## src/rtl/pool_pkg.sv

```systemverilog
// ============================================================================
// pool_pkg : shared types and the combine operator for the 2x2 pooling stage
// Rev 1.0
// ============================================================================
`default_nettype none

package pool_pkg;

  typedef enum logic {
    POOL_MAX = 1'b0,
    POOL_AVG = 1'b1
  } pool_mode_e;

  localparam int ACC_EXTRA = 2;

  // combine works on one fixed wide type; callers sign-extend in and truncate out
  localparam int POOL_MAX_DATA_W = 64;
  localparam int POOL_WIDE_W     = POOL_MAX_DATA_W + ACC_EXTRA;

  typedef logic signed [POOL_WIDE_W-1:0] pool_wide_t;

  function automatic pool_wide_t pool_combine(
    input pool_mode_e mode,
    input pool_wide_t a,
    input pool_wide_t b
  );
    if (mode == POOL_AVG) begin
      return a + b;
    end
    return (a > b) ? a : b;
  endfunction

endpackage

`default_nettype wire

```

## src/rtl/pool_rowbuf.sv

```systemverilog
// ============================================================================
// pool_rowbuf : per-column partial-result store, one write port, async read
// Rev 1.0
// ============================================================================
`default_nettype none

module pool_rowbuf #(
  parameter int DEPTH = 3,
  parameter int WIDTH = 34,
  parameter int AW    = 2
) (
  input  logic                    clk,
  input  logic                    wr_en,
  input  logic [AW-1:0]           wr_addr,
  input  logic signed [WIDTH-1:0] wr_data,
  input  logic [AW-1:0]           rd_addr,
  output logic signed [WIDTH-1:0] rd_data
);

  logic signed [WIDTH-1:0] r_mem [DEPTH];

  always_ff @(posedge clk) begin
    if (wr_en) begin
      r_mem[wr_addr] <= wr_data;
    end
  end

  assign rd_data = r_mem[rd_addr];

endmodule

`default_nettype wire

```

## src/rtl/pool2x2_stream.sv

```systemverilog
// ============================================================================
// pool2x2_stream : streaming 2x2 / stride-2 max or average pooling stage
// Rev 1.0
// ============================================================================
`default_nettype none

module pool2x2_stream
  import pool_pkg::*;
#(
  parameter int DATA_W = 32,
  parameter int FM_W   = 6,
  parameter int FM_H   = 6
) (
  input  logic                     clk,
  input  logic                     rst,
  input  logic                     mode,
  input  logic                     in_valid,
  output logic                     in_ready,
  input  logic signed [DATA_W-1:0] in_data,
  output logic                     out_valid,
  input  logic                     out_ready,
  output logic signed [DATA_W-1:0] out_data,
  output logic                     out_last,
  output logic                     frame_done,
  output logic                     busy
);

  localparam int ACC_W  = DATA_W + ACC_EXTRA;
  localparam int CW     = $clog2(FM_W);
  localparam int RW     = $clog2(FM_H);
  localparam int BUF_D  = FM_W / 2;
  localparam int BUF_AW = (BUF_D > 1) ? $clog2(BUF_D) : 1;

  localparam logic [CW-1:0] c_COL_LAST = CW'(FM_W - 1);
  localparam logic [RW-1:0] c_ROW_LAST = RW'(FM_H - 1);

  if ((FM_W < 2) || ((FM_W % 2) != 0)) begin : g_bad_fm_w
    $error("pool2x2_stream: FM_W must be even and >= 2");
  end
  if ((FM_H < 2) || ((FM_H % 2) != 0)) begin : g_bad_fm_h
    $error("pool2x2_stream: FM_H must be even and >= 2");
  end
  if ((DATA_W < 1) || (DATA_W > POOL_MAX_DATA_W)) begin : g_bad_data_w
    $error("pool2x2_stream: DATA_W out of supported range");
  end

  logic [CW-1:0]           r_col;
  logic [RW-1:0]           r_row;
  pool_mode_e              r_mode;
  logic signed [ACC_W-1:0] r_pair;
  logic                    r_out_valid;
  logic signed [DATA_W-1:0] r_out_data;
  logic                    r_out_last;
  logic                    r_busy;

  logic                    w_in_fire;
  logic                    w_out_fire;
  logic                    w_first;
  logic                    w_col_odd;
  logic                    w_row_odd;
  logic                    w_frame_end;
  logic                    w_result_en;
  logic                    w_rb_wr_en;
  pool_mode_e              w_mode;
  logic [BUF_AW-1:0]       w_rb_addr;
  logic signed [ACC_W-1:0] w_pix;
  logic signed [ACC_W-1:0] w_pair_comb;
  logic signed [ACC_W-1:0] w_rb_rdata;
  logic signed [ACC_W-1:0] w_res;
  logic signed [ACC_W-1:0] w_final;

  // single-entry output register: accept input only if the slot is free or draining
  assign in_ready    = !r_out_valid || out_ready;
  assign w_in_fire   = in_valid && in_ready;
  assign w_out_fire  = r_out_valid && out_ready;

  assign w_first     = (r_row == '0) && (r_col == '0);
  assign w_col_odd   = r_col[0];
  assign w_row_odd   = r_row[0];
  assign w_frame_end = (r_row == c_ROW_LAST) && (r_col == c_COL_LAST);
  assign w_result_en = w_in_fire && w_row_odd && w_col_odd;
  assign w_rb_wr_en  = w_in_fire && !w_row_odd && w_col_odd;

  // pixel (0,0) itself must see the new frame mode before the register loads
  assign w_mode      = w_first ? pool_mode_e'(mode) : r_mode;

  assign w_pix       = ACC_W'(in_data);
  assign w_rb_addr   = BUF_AW'(r_col >> 1);

  assign w_pair_comb = ACC_W'(pool_combine(w_mode, pool_wide_t'(r_pair), pool_wide_t'(w_pix)));
  assign w_res       = ACC_W'(pool_combine(w_mode, pool_wide_t'(w_rb_rdata), pool_wide_t'(w_pair_comb)));
  assign w_final     = (w_mode == POOL_AVG) ? (w_res >>> 2) : w_res;

  pool_rowbuf #(
    .DEPTH (BUF_D),
    .WIDTH (ACC_W),
    .AW    (BUF_AW)
  ) u_rowbuf (
    .clk     (clk),
    .wr_en   (w_rb_wr_en),
    .wr_addr (w_rb_addr),
    .wr_data (w_pair_comb),
    .rd_addr (w_rb_addr),
    .rd_data (w_rb_rdata)
  );

  always_ff @(posedge clk) begin
    if (rst) begin
      r_col  <= '0;
      r_row  <= '0;
      r_mode <= POOL_MAX;
      r_pair <= '0;
    end else if (w_in_fire) begin
      if (w_first) begin
        r_mode <= pool_mode_e'(mode);
      end
      if (!w_col_odd) begin
        r_pair <= w_pix;
      end
      if (r_col == c_COL_LAST) begin
        r_col <= '0;
        r_row <= (r_row == c_ROW_LAST) ? '0 : r_row + 1'b1;
      end else begin
        r_col <= r_col + 1'b1;
      end
    end
  end

  always_ff @(posedge clk) begin
    if (rst) begin
      r_out_valid <= 1'b0;
      r_out_data  <= '0;
      r_out_last  <= 1'b0;
    end else if (w_result_en) begin
      r_out_valid <= 1'b1;
      r_out_data  <= DATA_W'(w_final);
      r_out_last  <= w_frame_end;
    end else if (w_out_fire) begin
      r_out_valid <= 1'b0;
      r_out_last  <= 1'b0;
    end
  end

  // a new frame starting on the frame_done cycle keeps busy high
  always_ff @(posedge clk) begin
    if (rst) begin
      r_busy <= 1'b0;
    end else if (w_in_fire && w_first) begin
      r_busy <= 1'b1;
    end else if (frame_done) begin
      r_busy <= 1'b0;
    end
  end

  assign out_valid  = r_out_valid;
  assign out_data   = r_out_data;
  assign out_last   = r_out_last;
  assign frame_done = w_out_fire && r_out_last;
  assign busy       = r_busy;

endmodule

`default_nettype wire

```

## config.mk

```make
export PLATFORM = sky130hd
export DESIGN_NAME = pool2x2_stream
export DESIGN_NICKNAME = d
export VERILOG_FILES = /design/src/rtl/pool_pkg.sv /design/src/rtl/pool_rowbuf.sv /design/src/rtl/pool2x2_stream.sv
export SDC_FILE = /design/constraint.sdc
export NUM_CORES = 1
export LEC_CHECK = 0
export CORE_AREA = 2 2 195 120
export DETAILED_ROUTE_END_ITERATION = 10
export DIE_AREA = 0 0 197 122
export PLACE_DENSITY_LB_ADDON = 0.05
export SLEW_MARGIN = 10
export SYNTH_ARGS = -nofsm -noshare
export SYNTH_HDL_FRONTEND = slang
export SYNTH_SLANG_ARGS = --single-unit
```

## constraint.sdc

```tcl
create_clock -name clk -period 10.69 [get_ports clk]
set_input_delay 2.6725 -clock clk [delete_from_list [all_inputs] [get_ports clk]]
set_output_delay 2.6725 -clock clk [all_outputs]
set_load 0.02 [all_outputs]
```

; After elaboration in Yosys (flattened, before gate mapping)
; Memories as Yosys holds them, arrays and structs flattened. A register that Yosys moved wholly into a read port is not among the register bits.
; Index checks and enable logic that the tools add are counted.
[word_totals]
ff_bits = 74
mem_bits_rw = 102
in_bits = 37
output_inout_bits = 37
wordCells = 57
memories = 1
[op_classes]
n_addsub = 4
n_lt_le_gt_ge = 2
n_eq_ne = 2
mux = 20
bitwise = 1
reduce_logical = 19
[memory_table]
columns = memory, depth, width, rd, rd_clocked_by_memory_dff, wr, line
row1 = u_rowbuf.r_mem, 3, 34, 1, 1, 1, pool_rowbuf.sv:20  ; logic signed [WIDTH-1:0] r_mem [DEPTH];
[ops]
columns = op, count
row1 = $mux W34, 6
row2 = $add A34 B34 Y34, 1
row3 = $gt A34 B34 Y1, 1
row4 = $add A32 B32 Y33, 1
row5 = $gt A32 B32 Y1, 1
row6 = $mux W32, 1
row7 = $logic_and A1 B1 Y1, 10
row8 = $mux W1, 9
row9 = $add A3 B1 Y3 const B, 2
row10 = $eq A3 B3 Y1 const B, 2
row11 = $logic_not A3 Y1, 2
row12 = $mux W3, 2
row13 = $mux W2, 2
row14 = $reduce_and A2 Y1, 2
row15 = $reduce_bool A2 Y1, 2
row16 = $logic_not A1 Y1, 2
row17 = $logic_or A1 B1 Y1, 1
row18 = $not A1 Y1, 1

; Depth between registers and ports, before layout
[depth]
word_depth = 9
ltp_mapped = 25
mapped_depth_nobuf = 22

; Hierarchy
; From an unflattened synthesis, not the netlist that was laid out.
[unflattened]
cells_unflattened = 1435
hier_area_um2 = 12734.7
[modules_own_cells]
columns = mod, n_inst, cells_per_inst, area_each_um2
row1 = pool2x2_stream, 1, 1217, 8903.5
row2 = pool_rowbuf, 1, 218, 3831.2

; Worst setup path before layout
; No wires, ideal clock.
[synth_path]
path_type = input -> register
startpoint = input in_data[0]
endpoint = register r_out_data[13] (netlist: out_data[13])
setup_ns = 0.117
arrival_ns = 7.797
t_required_ns = 10.573
slack_ns = 2.776
stages = 23
n_path_buf = 2
cell_sequence = ha_1 -> inv_1 -> fa_1 -> o21ba_1 -> or4_1 -> a311oi_1 -> o31ai_1 -> a21oi_1 -> o31ai_1 -> a211oi_1 -> nor2_1 -> o311ai_0 -> ha_1 -> nand4_1 -> nor3_1 -> a221oi_2 -> or4b_1 -> o2111a_2 -> or3_1 -> buf_2 -> buf_6 -> a211o_1 -> a22o_1
[synth_via]
elab_chain_cells = 7
[synth_rtl]
columns = item, line
row1 = "start, declared", pool2x2_stream.sv:19  ; input logic signed [DATA_W-1:0] in_data,
row2 = $add A32 B32 Y33 / $gt A32 B32 Y1 (equally long branches), "pool_pkg.sv:28, pool_pkg.sv:30"
row3 = "$mux W34, on equally long branches", "pool_pkg.sv:27, pool_pkg.sv:30"
row4 = $mux W34 (*), pool_pkg.sv:30  ; return (a > b) ? a : b;
row5 = $add A34 B34 Y34 / $gt A34 B34 Y1 (equally long branches), "pool_pkg.sv:28, pool_pkg.sv:30"
row6 = "$mux W34, on equally long branches", "pool_pkg.sv:27, pool_pkg.sv:30"
row7 = $mux W34 (*), pool_pkg.sv:30
row8 = $mux W32 (*), pool2x2_stream.sv:92  ; assign w_final = (w_mode == POOL_AVG) ? (w_res >>> 2) : w_res;
row9 = "end signal, assigned", pool2x2_stream.sv:136  ; r_out_data <= DATA_W'(w_final);
row10 = "end, declared", pool2x2_stream.sv:52  ; logic signed [DATA_W-1:0] r_out_data;
; Mark *: on every way between the ends. The rest lies on a longest branch, timed or not. The select of a mux whose other input is x is not followed.
; A chain may end at the register's enable or synchronous reset.

; Worst setup path after layout
[layout_path]
startpoint = input in_data[13]
endpoint = register r_out_data[29] (netlist: out_data[29])
[layout_via]
elab_chain_cells = 7
[layout_rtl]
columns = item, line
row1 = $add A32 B32 Y33 / $gt A32 B32 Y1 (equally long branches), "pool_pkg.sv:28, pool_pkg.sv:30"
row2 = "$mux W34, on equally long branches", "pool_pkg.sv:27, pool_pkg.sv:30"
row3 = $mux W34 (*), pool_pkg.sv:30
row4 = net u_rowbuf.wr_data[15], pool_rowbuf.sv:15  ; input logic signed [WIDTH-1:0] wr_data,
row5 = $add A34 B34 Y34 / $gt A34 B34 Y1 (equally long branches), "pool_pkg.sv:28, pool_pkg.sv:30"
row6 = "$mux W34, on equally long branches", "pool_pkg.sv:27, pool_pkg.sv:30"
row7 = $mux W34 (*), pool_pkg.sv:30
row8 = $mux W32 (*), pool2x2_stream.sv:92
; The timed path passes the listed nets; every way through them passes the cells marked *. The select of a mux whose other input is x is not followed.

==> summary.txt <==
Worst setup path
  – Req. time, crit path: 10.99 ns
  – Setup CP Type: in2reg
  – Crit end category: flop
  – Slowest cell on the critical path: nor4_1
  – R2R setup slack: about 3.1 ns
  – Crit-path cells: clkdlybuf4s50_1 > inv_1 > ha_1 > nand4_1 > nor4_1 > a21boi_0 > o41a_1 > o21ai_4 > buf_12 > mux2i_1 > o221ai_1 > inv_1 > ha_1 > a21oi_1 > o21ai_1 > a221oi_2 > or4b_1 > o2111a_2 > or3_1 > buf_4 > a211o_1 > o22ai_1 > a211oi_1
  – Worst EP arrival: 10.34 ns
  – Crit-path max FO: 29
  – Top Family by Delay on Critical Path: compound AO/OA/AOI/OAI gates
  – Critical Path Max Stage Delay: roughly 0.86 ns
  – Type of origin of the critical path: primary input
  – Buf+Inv Stages, Crit Path: 5

Routing
  – 1st-iter DRT viols: roughly 1,300
  – Vias/cell: 6.23
  – Via count: roughly 11,000
  – Drt drc: 0
  – Antenna-violating nets left: 0
  – Wire per inst: 21.6 um
  – Drt first pass iters: 8
  – Final WL: 38,600 um

Floorplan
  – Top Ports: 74
  – Core region area: between 20,000 and 25,000 um^2
  – Cell Rows: 43
  – Die Span Y: 122 um
  – Die ar.: 24,000 um^2
  – Initial core utilization: 56.7%
  – Die width: 197 um

GRT
  – First-pass GRT wire length: approximately 59,000 um
  – Pin count of the biggest net entering global routing: 67
  – Number of global-route vias before repair: 10,200
  – Antenna violations before repair: 0
  – All-Layer GR Usage: 32.7%
  – Overflow after GRT: 0

Finish
  – Final core area utilization: 64.0%
  – # nets final: about 1,700
  – Multi-input logic area: 7600 um^2
  – P&R area growth vs syn: 12.8%
  – Antenna diodes: 0
  – Fillers: 1,934
  – Final Non-Filler Cells: 1,792
  – Sequential cell area: 4500 um^2
  – Ratio of cells with drive above 1 in the final layout: 6.00%

Status
  – Status: finished clean

Logic synthesis
  – Area leader, netlist: edfxtp_1
  – Post-Syn Area: about 13,000 um^2
  – Area share of the largest cell type after synthesis: 23.3%
  – EDFF count, synth: 99
  – Post-synthesis sequential area ratio: 35.3%
  – #FFs+latches synth: 175
  – Asr flop ratio synth: 0%
  – Commonest cells post-synth: nand2_1, a21oi_1, ha_1
  – Area contributors post-synth: edfxtp_1, ha_1, dfxtp_1
  – Unique masters post-synth: 88
  – Count leader, synth: nand2_1
  – Top_reg_cell synth: edfxtp_1
  – Syn Area/Cell: around 9 um^2
  – Gate Count Post-Synth: 1,445
  – Syn. warnings: 0
  – Post-synth net total: around 1,600

Power and ir drop
  – Pwr dens: 158 nW/um^2
  – Total chip power: between 2000 and 2500 uW
  – Leakage: 0.00573 uW
  – Worst vdd ir: 0.121 mV

Timing
  – Setup_tns: 0 ns
  – Unrepaired setup endpoints after global routing: false
  – Rel. slew slack: between 30% and 40%
  – Worst clock skew: 0.0117 ns
  – Period minus WS final: 10.05 ns
  – Worst-Margin Slew: 1.05 ns
  – Max Slew Vio Count: 0
  – Final period util: a little over nine tenths
  – Final setup viols: 0
  – Max Fclk: 0.0995 GHz
  – Worst Slack Setup Final: 0.644 ns
  – Final Hold Vio Count: 0

CTS
  – CTS Buf Count: 17
  – Post-CTS sizing: 0
  – Hold buffers post-CTS: 0
  – Clk buf depth: 2
  – Post-CTS Setup Repair Bufs: 0
  – Clk root buf: clkbuf_16
  – Clock transition at path regs: 0.07 ns
  – H-tree Lvls: 4
  – TritonCTS clock tree: done
  – Clk sinks: between 150 and 200
  – Worst-Skew Late Latency: 0.45 ns

Place
  – Gpl congestion: 0.967
  – Cell total after placement: 1,760
  – Port Buf Inserts: 73
  – Post-DP HPWL: 28,400 um
  – Pre-CTS setup slack: 0.550 ns

Job
  – Max-cap violation count: 0

Worst hold path
  – Hold WC Path Type: reg2reg
==> worst register-to-register path: stages (launching register included) <==
cell,delay (ns)
dfxtp_1,0.35
ha_1,0.46
nand4_1,0.20
nor4_1,0.86
a21boi_0,0.55
o41a_1,0.30
o21ai_4,0.15
buf_12,0.25
mux2i_1,0.15
o221ai_1,0.50
inv_1,0.12
ha_1,0.43
a21oi_1,0.19
o21ai_1,0.15
a221oi_2,0.27
or4b_1,0.47
o2111a_2,0.34
or3_1,0.81
buf_4,0.39
a211o_1,0.30
o22ai_1,0.12
a211oi_1,0.06
==> cell families (layout without fill, tap and decap cells) <==
family                     after synthesis  in the layout  share of synthesized area [%]
adders and majority gates              131            131                           12.9
and+or+nand+nor                        433            433                           16.1
DFF                                    175            175                           35.3
muxes                                   84             84                           6.67
xor gates and xnor gates                47             47                           3.23
AOI/OAI and AO/OA                      404            404                           20.4
buffers and inverters                  171            226                           5.40
==> power by group <==
part | total [uW] | switching [uW] | internal (uW)
sequential | 757 | 11.1 | 746
clock | 704 | 286 | 419
combinational | 809 | 523 | 286
==> through the flow <==
stage / hold slack (ns) / area, um^2
after global routing: 0.482 / 14400
final: 0.465 / 14400
after CTS: 0.469 / 14400
after floorplan: 0.465 / 12700
after detailed placement: 0.456 / 13700
after global placement: 0.442 / 13700
==> placed cells by master (no fill, tap or decap), types with 19 or more instances in the layout <==
cell type	count
nand2_1	167
o31ai_1	21
o21ai_0	80
nor2_1	97
dfxtp_1	74
inv_1	102
clkdlybuf4s50_1	72
a211oi_1	19
nand3_1	21
a21oi_1	136
ha_1	130
edfxtp_1	99
nor3_1	24
mux2i_1	75
xnor2_1	35
==> worst paths after layout <==
| path | start | end | cells after the start |
|---|---|---|---|
| hold reg to reg | out_data[16]$_SDFFE_PP0P_ | out_data[16]$_SDFFE_PP0P_ | 2 |
| setup reg to reg | r_pair[14]$_SDFFE_PP0P_ | out_data[29]$_SDFFE_PP0P_ | 21 |
| hold / removal | out_data[16]$_SDFFE_PP0P_ | out_data[16]$_SDFFE_PP0P_ | 2 |
| setup / recovery | in_data[13] | out_data[29]$_SDFFE_PP0P_ | 23 |
==> flip-flops by register name, summed over array words and instances (netlist names), named ones only <==
name            cells
busy                1
out_data           32
out_last            1
out_valid           1
r_col               3
r_mode              1
r_pair             32
r_row               3
u_rowbuf.r_mem     99
==> metal layers <==
metal / global-route usage, % / vias up / wire [um]
li1: - / 5308 / -
met1: 48.4 / 5298 / 18100
met2: 48.0 / 505 / 16000
met3: 7.14 / 50 / 3650
met4: 8.93 / 0 / 791
met5: 0 / - / 0
==> cell type report <==
type / count / area share [%]
multi-input cells: 1099 / 52.9
flip-flops and latches: 175 / 31.3
repair buffers: 92 / 6.12
clock buffers: 17 / 2.96
inverters: 102 / 2.66
well taps: 292 / 2.54
clock inverters: 15 / 1.59
Power figures use the tool's default switching activity.
